File: config.mk
export PLATFORM = sky130hd
export DESIGN_NAME = seq_detect_fsm_flat
export DESIGN_NICKNAME = d
export VERILOG_FILES = /design/src/rtl/seq_detect_fsm_if.sv /design/src/rtl/seq_detect_fsm.sv /design/src/flat_wrapper.sv
export SDC_FILE = /design/constraint.sdc
export NUM_CORES = 1
export LEC_CHECK = 0
export BUFFER_PORTS_ARGS = -buffer_cell sky130_fd_sc_hd__buf_2
export CAP_MARGIN = 10
export CELL_PAD_IN_SITES_DETAIL_PLACEMENT = 1
export CELL_PAD_IN_SITES_GLOBAL_PLACEMENT = 2
export CORE_UTILIZATION = 31
export DETAILED_ROUTE_END_ITERATION = 10
export GPL_TIMING_DRIVEN = 0
export HOLD_SLACK_MARGIN = 0.12
export PLACE_DENSITY = 0.8
export SKIP_LAST_GASP = 1
export SYNTH_ARGS = -nofsm -noshare
export SYNTH_HDL_FRONTEND = slang
export SYNTH_SLANG_ARGS = --single-unit
File: constraint.sdc
create_clock -name clk -period 2.1 [get_ports clk]
set_clock_uncertainty 0.05 [all_clocks]
set_input_delay 0.42 -clock clk [delete_from_list [all_inputs] [get_ports clk]]
set_output_delay 0.42 -clock clk [all_outputs]
set_load 0.02 [all_outputs]
File: src/rtl/seq_detect_fsm_if.sv
// seq_detect_fsm_if: groups the serial input, the pattern configuration and the
// detector outputs of seq_detect_fsm into one bundle.
//   master : the source side. It drives in_valid/in/pattern/overlap/load and
//            observes match/progress/count/count_sat/seg_state/seg_count.
//   slave  : the detector side (seq_detect_fsm).
// The N and CNT_W parameters must match the seq_detect_fsm instance that the
// interface is connected to.
interface seq_detect_fsm_if #(
  parameter int N     = 4,
  parameter int CNT_W = 8
);
  localparam int PW = $clog2(N + 1);

  logic             in_valid;
  logic             in;
  logic [N-1:0]     pattern;
  logic             overlap;
  logic             load;
  logic             match;
  logic [PW-1:0]    progress;
  logic [CNT_W-1:0] count;
  logic             count_sat;
  logic [6:0]       seg_state;
  logic [6:0]       seg_count;

  modport master (
    output in_valid, in, pattern, overlap, load,
    input  match, progress, count, count_sat, seg_state, seg_count
  );

  modport slave (
    input  in_valid, in, pattern, overlap, load,
    output match, progress, count, count_sat, seg_state, seg_count
  );
endinterface

File: src/rtl/seq_detect_fsm.sv
// seq_detect_fsm: serial pattern detector with a runtime-programmable N-bit
// pattern, overlapping or non-overlapping detection, a saturating match counter,
// a match-progress output and two 7-segment digits.
// Ports:
//   clk  : rising-edge clock
//   rst  : synchronous reset, active-high
//   bus  : seq_detect_fsm_if.slave
//          in_valid/in : serial bit, accepted on an edge where in_valid=1
//          pattern     : target, pattern[N-1] is the first bit received
//          overlap     : 1 = overlapping detection, 0 = non-overlapping
//          load        : synchronous clear of history/progress/match/count
//          match       : one-cycle pulse per detected pattern
//          progress    : matched-prefix length 0..N
//          count       : saturating match count; count_sat flags all-ones
//          seg_state   : HEX digit of progress[3:0] (active-low segments)
//          seg_count   : HEX digit of count[3:0]
// Configuration macro SEQ_DET_HEX_EN: when defined the two HEX digits are
// decoded by hex instances; when undefined both digits are driven blank (7'h7F).
// All detector outputs are registered, one cycle after the accepting edge.

`ifdef SEQ_DET_HEX_EN
// hex: 4-bit value to active-low 7-segment pattern, seg[6:0] = {g,f,e,d,c,b,a}.
module hex (
  input  logic [3:0] d,
  output logic [6:0] seg
);
  always_comb begin
    seg = 7'h7F;
    case (d)
      4'h0: seg = 7'h40;
      4'h1: seg = 7'h79;
      4'h2: seg = 7'h24;
      4'h3: seg = 7'h30;
      4'h4: seg = 7'h19;
      4'h5: seg = 7'h12;
      4'h6: seg = 7'h02;
      4'h7: seg = 7'h78;
      4'h8: seg = 7'h00;
      4'h9: seg = 7'h10;
      4'hA: seg = 7'h08;
      4'hB: seg = 7'h03;
      4'hC: seg = 7'h46;
      4'hD: seg = 7'h21;
      4'hE: seg = 7'h06;
      4'hF: seg = 7'h0E;
      default: seg = 7'h7F;
    endcase
  end
endmodule
`endif

// State table (tracks how full the history window is):
//   state   | meaning
//   S_EMPTY | no valid history bits (after reset/load or a non-overlapping hit)
//   S_FILL  | 1..N-1 valid history bits
//   S_FULL  | N valid history bits, every accepted bit forms a complete window
module seq_detect_fsm #(
  parameter int N     = 4,
  parameter int CNT_W = 8
) (
  input  logic            clk,
  input  logic            rst,
  seq_detect_fsm_if.slave bus
);
  localparam int PW = $clog2(N + 1);
  localparam logic [PW-1:0]    NFULL = PW'(N);
  localparam logic [CNT_W-1:0] CMAX  = '1;

  typedef enum logic [1:0] {S_EMPTY, S_FILL, S_FULL} state_t;

  state_t           state, state_n;
  logic [N-1:0]     hist, hist_n;
  logic [PW-1:0]    fill, fill_n;
  logic [PW-1:0]    prog, prog_n;
  logic [CNT_W-1:0] cnt, cnt_n;
  logic             match_r, match_n;
  logic             sat, sat_n;

  logic [N-1:0]     shifted;
  logic [N-1:0]     mask;
  logic [N-1:0]     cand;
  logic [PW-1:0]    fill_inc;
  logic [PW-1:0]    best;
  logic             hit;

  always_ff @(posedge clk) begin
    if (rst) begin
      state   <= S_EMPTY;
      hist    <= '0;
      fill    <= '0;
      prog    <= '0;
      cnt     <= '0;
      match_r <= 1'b0;
      sat     <= 1'b0;
    end else begin
      state   <= state_n;
      hist    <= hist_n;
      fill    <= fill_n;
      prog    <= prog_n;
      cnt     <= cnt_n;
      match_r <= match_n;
      sat     <= sat_n;
    end
  end

  always_comb begin
    shifted  = {hist[N-2:0], bus.in};
    fill_inc = (state == S_FULL) ? NFULL : fill + 1'b1;
    hit      = (fill_inc == NFULL) && (shifted == bus.pattern);

    // Longest suffix of the new history that equals a prefix of the pattern,
    // limited to the bits actually received since the last clear.
    best = '0;
    mask = '0;
    cand = '0;
    for (int k = 1; k <= N; k++) begin
      mask = {N{1'b1}} >> (N - k);
      cand = bus.pattern >> (N - k);
      if ((PW'(k) <= fill_inc) && (((shifted ^ cand) & mask) == '0)) begin
        best = PW'(k);
      end
    end

    state_n = state;
    hist_n  = hist;
    fill_n  = fill;
    prog_n  = prog;
    cnt_n   = cnt;
    sat_n   = sat;
    match_n = 1'b0;

    if (bus.load) begin
      hist_n = '0;
      fill_n = '0;
      prog_n = '0;
      cnt_n  = '0;
      sat_n  = 1'b0;
    end else if (bus.in_valid) begin
      hist_n = shifted;
      if (hit) begin
        match_n = 1'b1;
        prog_n  = NFULL;
        cnt_n   = (cnt == CMAX) ? cnt : cnt + 1'b1;
        sat_n   = (cnt_n == CMAX);
        // Non-overlapping mode restarts the window; the stale hist bits are
        // harmless because fill gates both hit and progress.
        fill_n  = bus.overlap ? NFULL : '0;
      end else begin
        fill_n = fill_inc;
        prog_n = best;
      end
    end

    if (fill_n == '0) begin
      state_n = S_EMPTY;
    end else if (fill_n == NFULL) begin
      state_n = S_FULL;
    end else begin
      state_n = S_FILL;
    end
  end

  assign bus.match     = match_r;
  assign bus.progress  = prog;
  assign bus.count     = cnt;
  assign bus.count_sat = sat;

`ifdef SEQ_DET_HEX_EN
  logic [3:0] prog_nib;
  logic [3:0] cnt_nib;

  if (PW >= 4) begin : g_prog_nib
    assign prog_nib = prog[3:0];
  end else begin : g_prog_nib
    assign prog_nib = {{(4 - PW){1'b0}}, prog};
  end

  if (CNT_W >= 4) begin : g_cnt_nib
    assign cnt_nib = cnt[3:0];
  end else begin : g_cnt_nib
    assign cnt_nib = {{(4 - CNT_W){1'b0}}, cnt};
  end

  hex u_hex_state (.d(prog_nib), .seg(bus.seg_state));
  hex u_hex_count (.d(cnt_nib),  .seg(bus.seg_count));
`else
  assign bus.seg_state = 7'h7F;
  assign bus.seg_count = 7'h7F;
`endif
endmodule

File: src/flat_wrapper.sv
// flat-port wrapper written by rule: the top's interface ports become plain ports
module seq_detect_fsm_flat 
#(
  parameter int N     = 4,
  parameter int CNT_W = 8
)
  (clk, rst, bus_in_valid, bus_in, bus_pattern, bus_overlap, bus_load, bus_match, bus_progress, bus_count, bus_count_sat, bus_seg_state, bus_seg_count);
  seq_detect_fsm_if #(.N(N), .CNT_W(CNT_W)) bus_i ();
  input  logic clk;
  input  logic rst;
  input wire logic [$bits(bus_i.in_valid)-1:0] bus_in_valid;
  input wire logic [$bits(bus_i.in)-1:0] bus_in;
  input wire logic [$bits(bus_i.pattern)-1:0] bus_pattern;
  input wire logic [$bits(bus_i.overlap)-1:0] bus_overlap;
  input wire logic [$bits(bus_i.load)-1:0] bus_load;
  output wire logic [$bits(bus_i.match)-1:0] bus_match;
  output wire logic [$bits(bus_i.progress)-1:0] bus_progress;
  output wire logic [$bits(bus_i.count)-1:0] bus_count;
  output wire logic [$bits(bus_i.count_sat)-1:0] bus_count_sat;
  output wire logic [$bits(bus_i.seg_state)-1:0] bus_seg_state;
  output wire logic [$bits(bus_i.seg_count)-1:0] bus_seg_count;
  assign bus_i.in_valid = bus_in_valid;
  assign bus_i.in = bus_in;
  assign bus_i.pattern = bus_pattern;
  assign bus_i.overlap = bus_overlap;
  assign bus_i.load = bus_load;
  assign bus_match = bus_i.match;
  assign bus_progress = bus_i.progress;
  assign bus_count = bus_i.count;
  assign bus_count_sat = bus_i.count_sat;
  assign bus_seg_state = bus_i.seg_state;
  assign bus_seg_count = bus_i.seg_count;
  seq_detect_fsm #(.N(N), .CNT_W(CNT_W)) u_core (.clk(clk), .rst(rst), .bus(bus_i));
endmodule
== Word-level counts from Yosys, hierarchy flattened ==
Index checks and enable logic that the tools add are counted.
Operators by class
  div/mod/pow operators: 0
  muxes and demuxes: 13
  shift-type cells: 0
  magnitude comparators: 4
  bitwise logic cells: 5
  equality and inequality tests: 6
  add/sub/neg operators: 2
  reduce and logical (&&, ||, !) cells: 14
  multiply operators: 0
Operators by type and width (count)
  $mux W3: 9
  $eq A8 B8 Y1 const B: 2
  $logic_not A4 Y1: 4
  $add A8 B1 Y8 const B: 1
  $mux W8: 1
  $eq A3 B3 Y1 const B: 2
  $le A2 B3 Y1 const A: 2
  $logic_and A1 B1 Y1: 5
  $eq A4 B4 Y1: 1
  $reduce_or A2 Y1: 2
  $xor A4 B4 Y4: 1
  $add A3 B1 Y3 const B: 1
  $le A1 B3 Y1 const A: 1
  $le A3 B3 Y1 const A: 1
  $logic_not A3 Y1: 1
  $reduce_or A3 Y1: 1
  $xor A3 B3 Y3: 1
  $eq A2 B2 Y1 const B: 1
  $mux W1: 2
  $mux W2: 1
  $reduce_and A2 Y1: 1
  $xor A2 B2 Y2: 1
  $not A1 Y1: 1
  $xor A1 B1 Y1: 1
Storage, ports and cells
  memories kept: 0
  latch bits: 0
  bits in read-only memories: 0
  bits in writable memories: 0
  word-level logic and storage cells: 51
  register bits: 21

== Depth between registers and ports, before layout ==
  depth in word-level cells: 9
  mapped depth: 7

== Worst setup path after synthesis ==
OpenSTA, ideal clock, no wires.
  kind: flip-flop to flip-flop
  start point: register u_core.cnt[0], in the netlist u_core.bus.count[0]
  end point: register u_core.sat, in the netlist u_core.bus.count_sat
  stages on the path, launching flop included: 8
  setup time: 0.136 ns
  path buffers: 1
  clock period less this slack: 1.939 ns
  arrival: 1.753 ns
  slack: 0.161 ns
  path through: dfxtp_1 > ha_1 > buf_2 > nand2_1 > nor3_4 > mux2_1 > nand3_1 > o22ai_1
On the way
  word-level cells in the longest chain between the ends: 3
Ends and longest elaborated chain
  from (decl): line seq_detect_fsm.sv:75  | logic [CNT_W-1:0] cnt, cnt_n;
  from (signal assigned): line seq_detect_fsm.sv:100  | cnt <= cnt_n;
  $add A8 B1 Y8 or $eq A8 B8 Y1 (tied branches): line seq_detect_fsm.sv:143  | cnt_n = (cnt == CMAX) ? cnt : cnt + 1'b1;
  $mux W8 (*): line seq_detect_fsm.sv:143
  $eq A8 B8 Y1 (*): line seq_detect_fsm.sv:144  | sat_n = (cnt_n == CMAX);
  to (signal assigned): line seq_detect_fsm.sv:102  | sat <= sat_n;
  to (decl): line seq_detect_fsm.sv:77  | logic sat, sat_n;
Mark *: on every way between the ends. The rest lies on a longest branch, timed or not.
A chain may end at the register's enable or synchronous reset.

== Worst setup path in the final report ==
  start point: register u_core.fill[0]
  end point: register u_core.sat, in the netlist u_core.bus.count_sat
On the way
  word-level cells in the longest chain between the ends: 5
Ends and longest elaborated chain
  from (decl): line seq_detect_fsm.sv:73  | logic [PW-1:0] fill, fill_n;
  from (signal assigned): line seq_detect_fsm.sv:98  | fill <= fill_n;
  $add A3 B1 Y3: line seq_detect_fsm.sv:108  | fill_inc = (state == S_FULL) ? NFULL : fill + 1'b1;
  $mux W3: line seq_detect_fsm.sv:108
  $eq A3 B3 Y1: line seq_detect_fsm.sv:109  | hit = (fill_inc == NFULL) && (shifted == bus.pattern);
  $logic_and A1 B1 Y1: line seq_detect_fsm.sv:109
  $reduce_and A2 Y1 (no line)
No other way between the ends.

==> metrics.md <==
| Metric | Value |
|---|---|
| Routed Antenna Nets | `0` |
| DR vias | `1244` |
| GR Util met2 | `0.268` |
| CTS Root Cell | `clkbuf_8` |
| Row Count | `24` |
| Post-synth cell types | `55` |
| Bufs on Longest Clock Path | `2` |
| Hold endpoint | `u_core.bus.count[3]` |
| Crit path kind | `reg -> reg` |
| Worst-Margin Slew | `0.790 ns` |
| # setup viols final | `0` |
| Syn. warnings | `0` |
| Fraction of registers with async set/reset | `0` |
| Placed cell areas | `1700 um^2` |
| Die height | `71.2 um` |
| Most frequent cells in the layout | `buf_2, dfxtp_1, nor2_1` |
| Hold slack | `0.390 ns` |
| Area Growth Syn to Fin | `19.2%` |
| Largest net degree at the start of global routing | `13` |
| Xor and xnor area share after synthesis | `0.120` |
| Antenna Cells | `0` |
| Fin. max-slew vios | `0` |
| DR WL/cell | `14.1 um` |
| Clock-pin slew on the worst setup and hold paths | `0.08 ns` |
| Tot GR Track Use | `0.152` |
| Clock latency on the worst-skew pair | `0.26 ns` |
| Vias per cell | `4.94` |
| Post-synthesis sequential area ratio | `0.283` |
| WP data required | `2.25 ns` |
| Reported net switching power | `0.229 mW` |
| Reg power frac | `0.489` |
| GPL Wtd Cong | `0.778` |
| Max cap viols | `0` |
| Filler Cell Count | `549` |
| Die area | `5080 um^2` |
| CTS Buf Count | `3` |
| RSZ-0062 raised after global routing | `yes` |
| Final Instance Count excl. Fillers | `252` |
| Synth Area in Compound Gates | `0.132` |
| Worst Min Path Start | `rst` |
| Top FF cell, synth | `dfxtp_1` |
| Final hold violations | `0` |
| NumNets Final | `213` |
| Die width | `71.2 um` |
| Status | `finished, violations left` |
| Synth Area per Inst | `9.12 um^2` |
| Hold Crit Class | `in -> reg` |
| Hpwl dp | `2770 um` |
| Multiplexer share of the synthesized area | `0.0556` |
| Adder-cell share of the synthesized area | `0.0168` |
| Yosys reg bits | `21` |
| Syn Inst Count | `163` |
| EDFF count, synth | `0` |
| Initial DRC count | `73` |
| Final period util | `0.948` |
| Commonest non-fill, non-tap cell in the layout | `buf_2` |
| Largest family of logic cells by synthesized area | `simple AND/OR/NAND/NOR gates` |
| Hold Crit Depth | `3` |
| First-pass DRT Iterations | `7` |
| CP Max Fanout | `8` |
| Core footprint | `4470 um^2` |
| P_leak | `0.728 nW` |
| Failing checks | `design-rule violations` |
| First-pass GRT wire length | `6140 um` |
| Worst setup startpoint | `u_core.fill[0]` |
| Register Area | `423 um^2` |
| Share of layout cells above drive strength 1 | `0.345` |
| Setup crit start kind | `register` |
| Critical path endpoint category | `register` |
| PwrDens | `468 nW/um^2` |
| Mapped cell area | `1490 um^2` |
| Total Routed Length | `3550 um` |
| Gr busiest metal | `met2` |
| Post-synthesis simple-gate area fraction | `0.267` |
| Htree depth | `1` |
| IO Port Bufs | `19` |
| Top Ports | `37` |
| VDD IR-drop max | `0.216 mV` |
| Worst Reg-to-Reg Cells | `6` |
| Total grt overflow | `0` |
| Met3 usage | `0.0225` |
| CTS Sinks | `21` |
| Worst R2R Start | `u_core.fill[0]` |
| Initial Util | `0.332` |
| CTS tree | `built` |
| Comb pwr share | `0.176` |
| Reg2reg setup slack | `0.11 ns` |
| Sw Share | `0.276` |
| Period minus WS final | `1.99 ns` |
| Vias in the first global route | `1299` |
| FMAX | `502 MHz` |
| Crit path arrival time | `2.14 ns` |
| Initial antenna violation count | `0` |
| Slew HR | `0.471` |
| Area occupied by multi-input gates | `938 um^2` |
| Placed insts | `247` |
| Worst R2R End | `u_core.bus.count_sat` |
| Residual DRC | `3` |
| Clock share of power | `0.335` |
| Final Instance Area | `1770 um^2` |
| P_int | `0.600 mW` |
| Met1 usage | `0.192` |
## layout make-up
| type | instances | share of cell area |
|---|---|---|
| Sequential cell | 21 | 0.239 |
| Clock inverter | 1 | 0.00282 |
| Multi-Input combinational cell | 132 | 0.530 |
| Timing Repair Buffer | 20 | 0.0650 |
| Inverter | 1 | 0.00212 |
| Tap cell | 52 | 0.0367 |
| Clock buffer | 3 | 0.0233 |
| Buffer | 22 | 0.102 |
## cells in the mapped netlist, drive strengths merged, types with 2 or more instances
cell | instances | area [um^2]
xnor2 | 12 | 169
a21oi | 6 | 30.0
nor2 | 18 | 70.1
o21ai | 6 | 33.8
nor4 | 2 | 27.5
mux2 | 2 | 22.5
nand4 | 4 | 40.0
mux2i | 6 | 60.1
dfxtp | 21 | 420
nand2 | 14 | 52.6
a211oi | 2 | 20.0
ha | 2 | 25.0
or3 | 2 | 13.8
nor3 | 9 | 67.6
clkbuf | 2 | 21.3
buf | 20 | 159
o31ai | 2 | 15.0
nand3 | 9 | 50.1
or2 | 2 | 12.5
## flip-flops by register name (all words and copies together) (netlist names)
name                  flops
u_core.fill               3
u_core.hist               3
u_core.bus.count_sat      1
u_core.bus.count          8
u_core.bus.progress       3
u_core.bus.match          1
u_core.state              2
## through the flow
stage                     worst slack, ns  total power [mW]  utilization  setup TNS [ns]
after floorplan                     0.161             0.532            -               0
after global placement             0.0783             0.555        0.379               0
after detailed placement           0.0301             0.559        0.379               0
after CTS                         0.00994             0.839        0.389               0
after global routing              -0.0220             0.878        0.396         -0.0220
final                               0.110             0.829        0.396               0
## worst max path at each step
stage / slack (ns) / depth (start not counted) / end
after floorplan: 0.16 / 7 / u_core.bus.count_sat
after global placement: 0.08 / 7 / u_core.bus.count_sat
after detailed placement: 0.03 / 6 / u_core.bus.count[5]
after CTS: 0.01 / 6 / u_core.bus.count[5]
after global routing: -0.02 / 6 / u_core.bus.count_sat
final: 0.11 / 6 / u_core.bus.count_sat
## timing repair
item,4_1_cts,5_1_grt
buffers inserted,0,1
hold buffers,0,0
resized for setup,0,3
setup endpoints to repair,0,8
## worst max-delay path, cell delays in order (launching register included)
cell and delay (ns):
dfxtp_1 0.47, ha_1 0.32, and2b_2 0.26, o21ai_4 0.09, nor4_1 0.44, nand3_1 0.13
o22ai_1 0.16
## power groups by stage
stage / clock, mW / combinational, mW / sequential, mW
finish: 0.277 / 0.146 / 0.405
global route: 0.315 / 0.158 / 0.406
CTS: 0.289 / 0.145 / 0.405
detailed placement: 0 / 0.145 / 0.415
global placement: 0 / 0.141 / 0.414
floorplan: 0 / 0.117 / 0.415
## routing by layer
layer / up-vias / share of wire
met2: 26 / 0.52
met4: 0 / 0.0062
li1: 626 / -
met3: 2 / 0.039
met1: 590 / 0.43
met5: - / 0
## cell families (layout without fill, tap and decap cells)
group           count (synthesis)  in the layout
mux                             8              8
other cells                     1             14
compound gates                 27             27
simple gates                   68             68
xor+xnor                       13             13
buf+inv                        23             47
flops                          21             21
fa+ha+maj                       2              2
No activity file was read; power rests on OpenSTA's default activity.
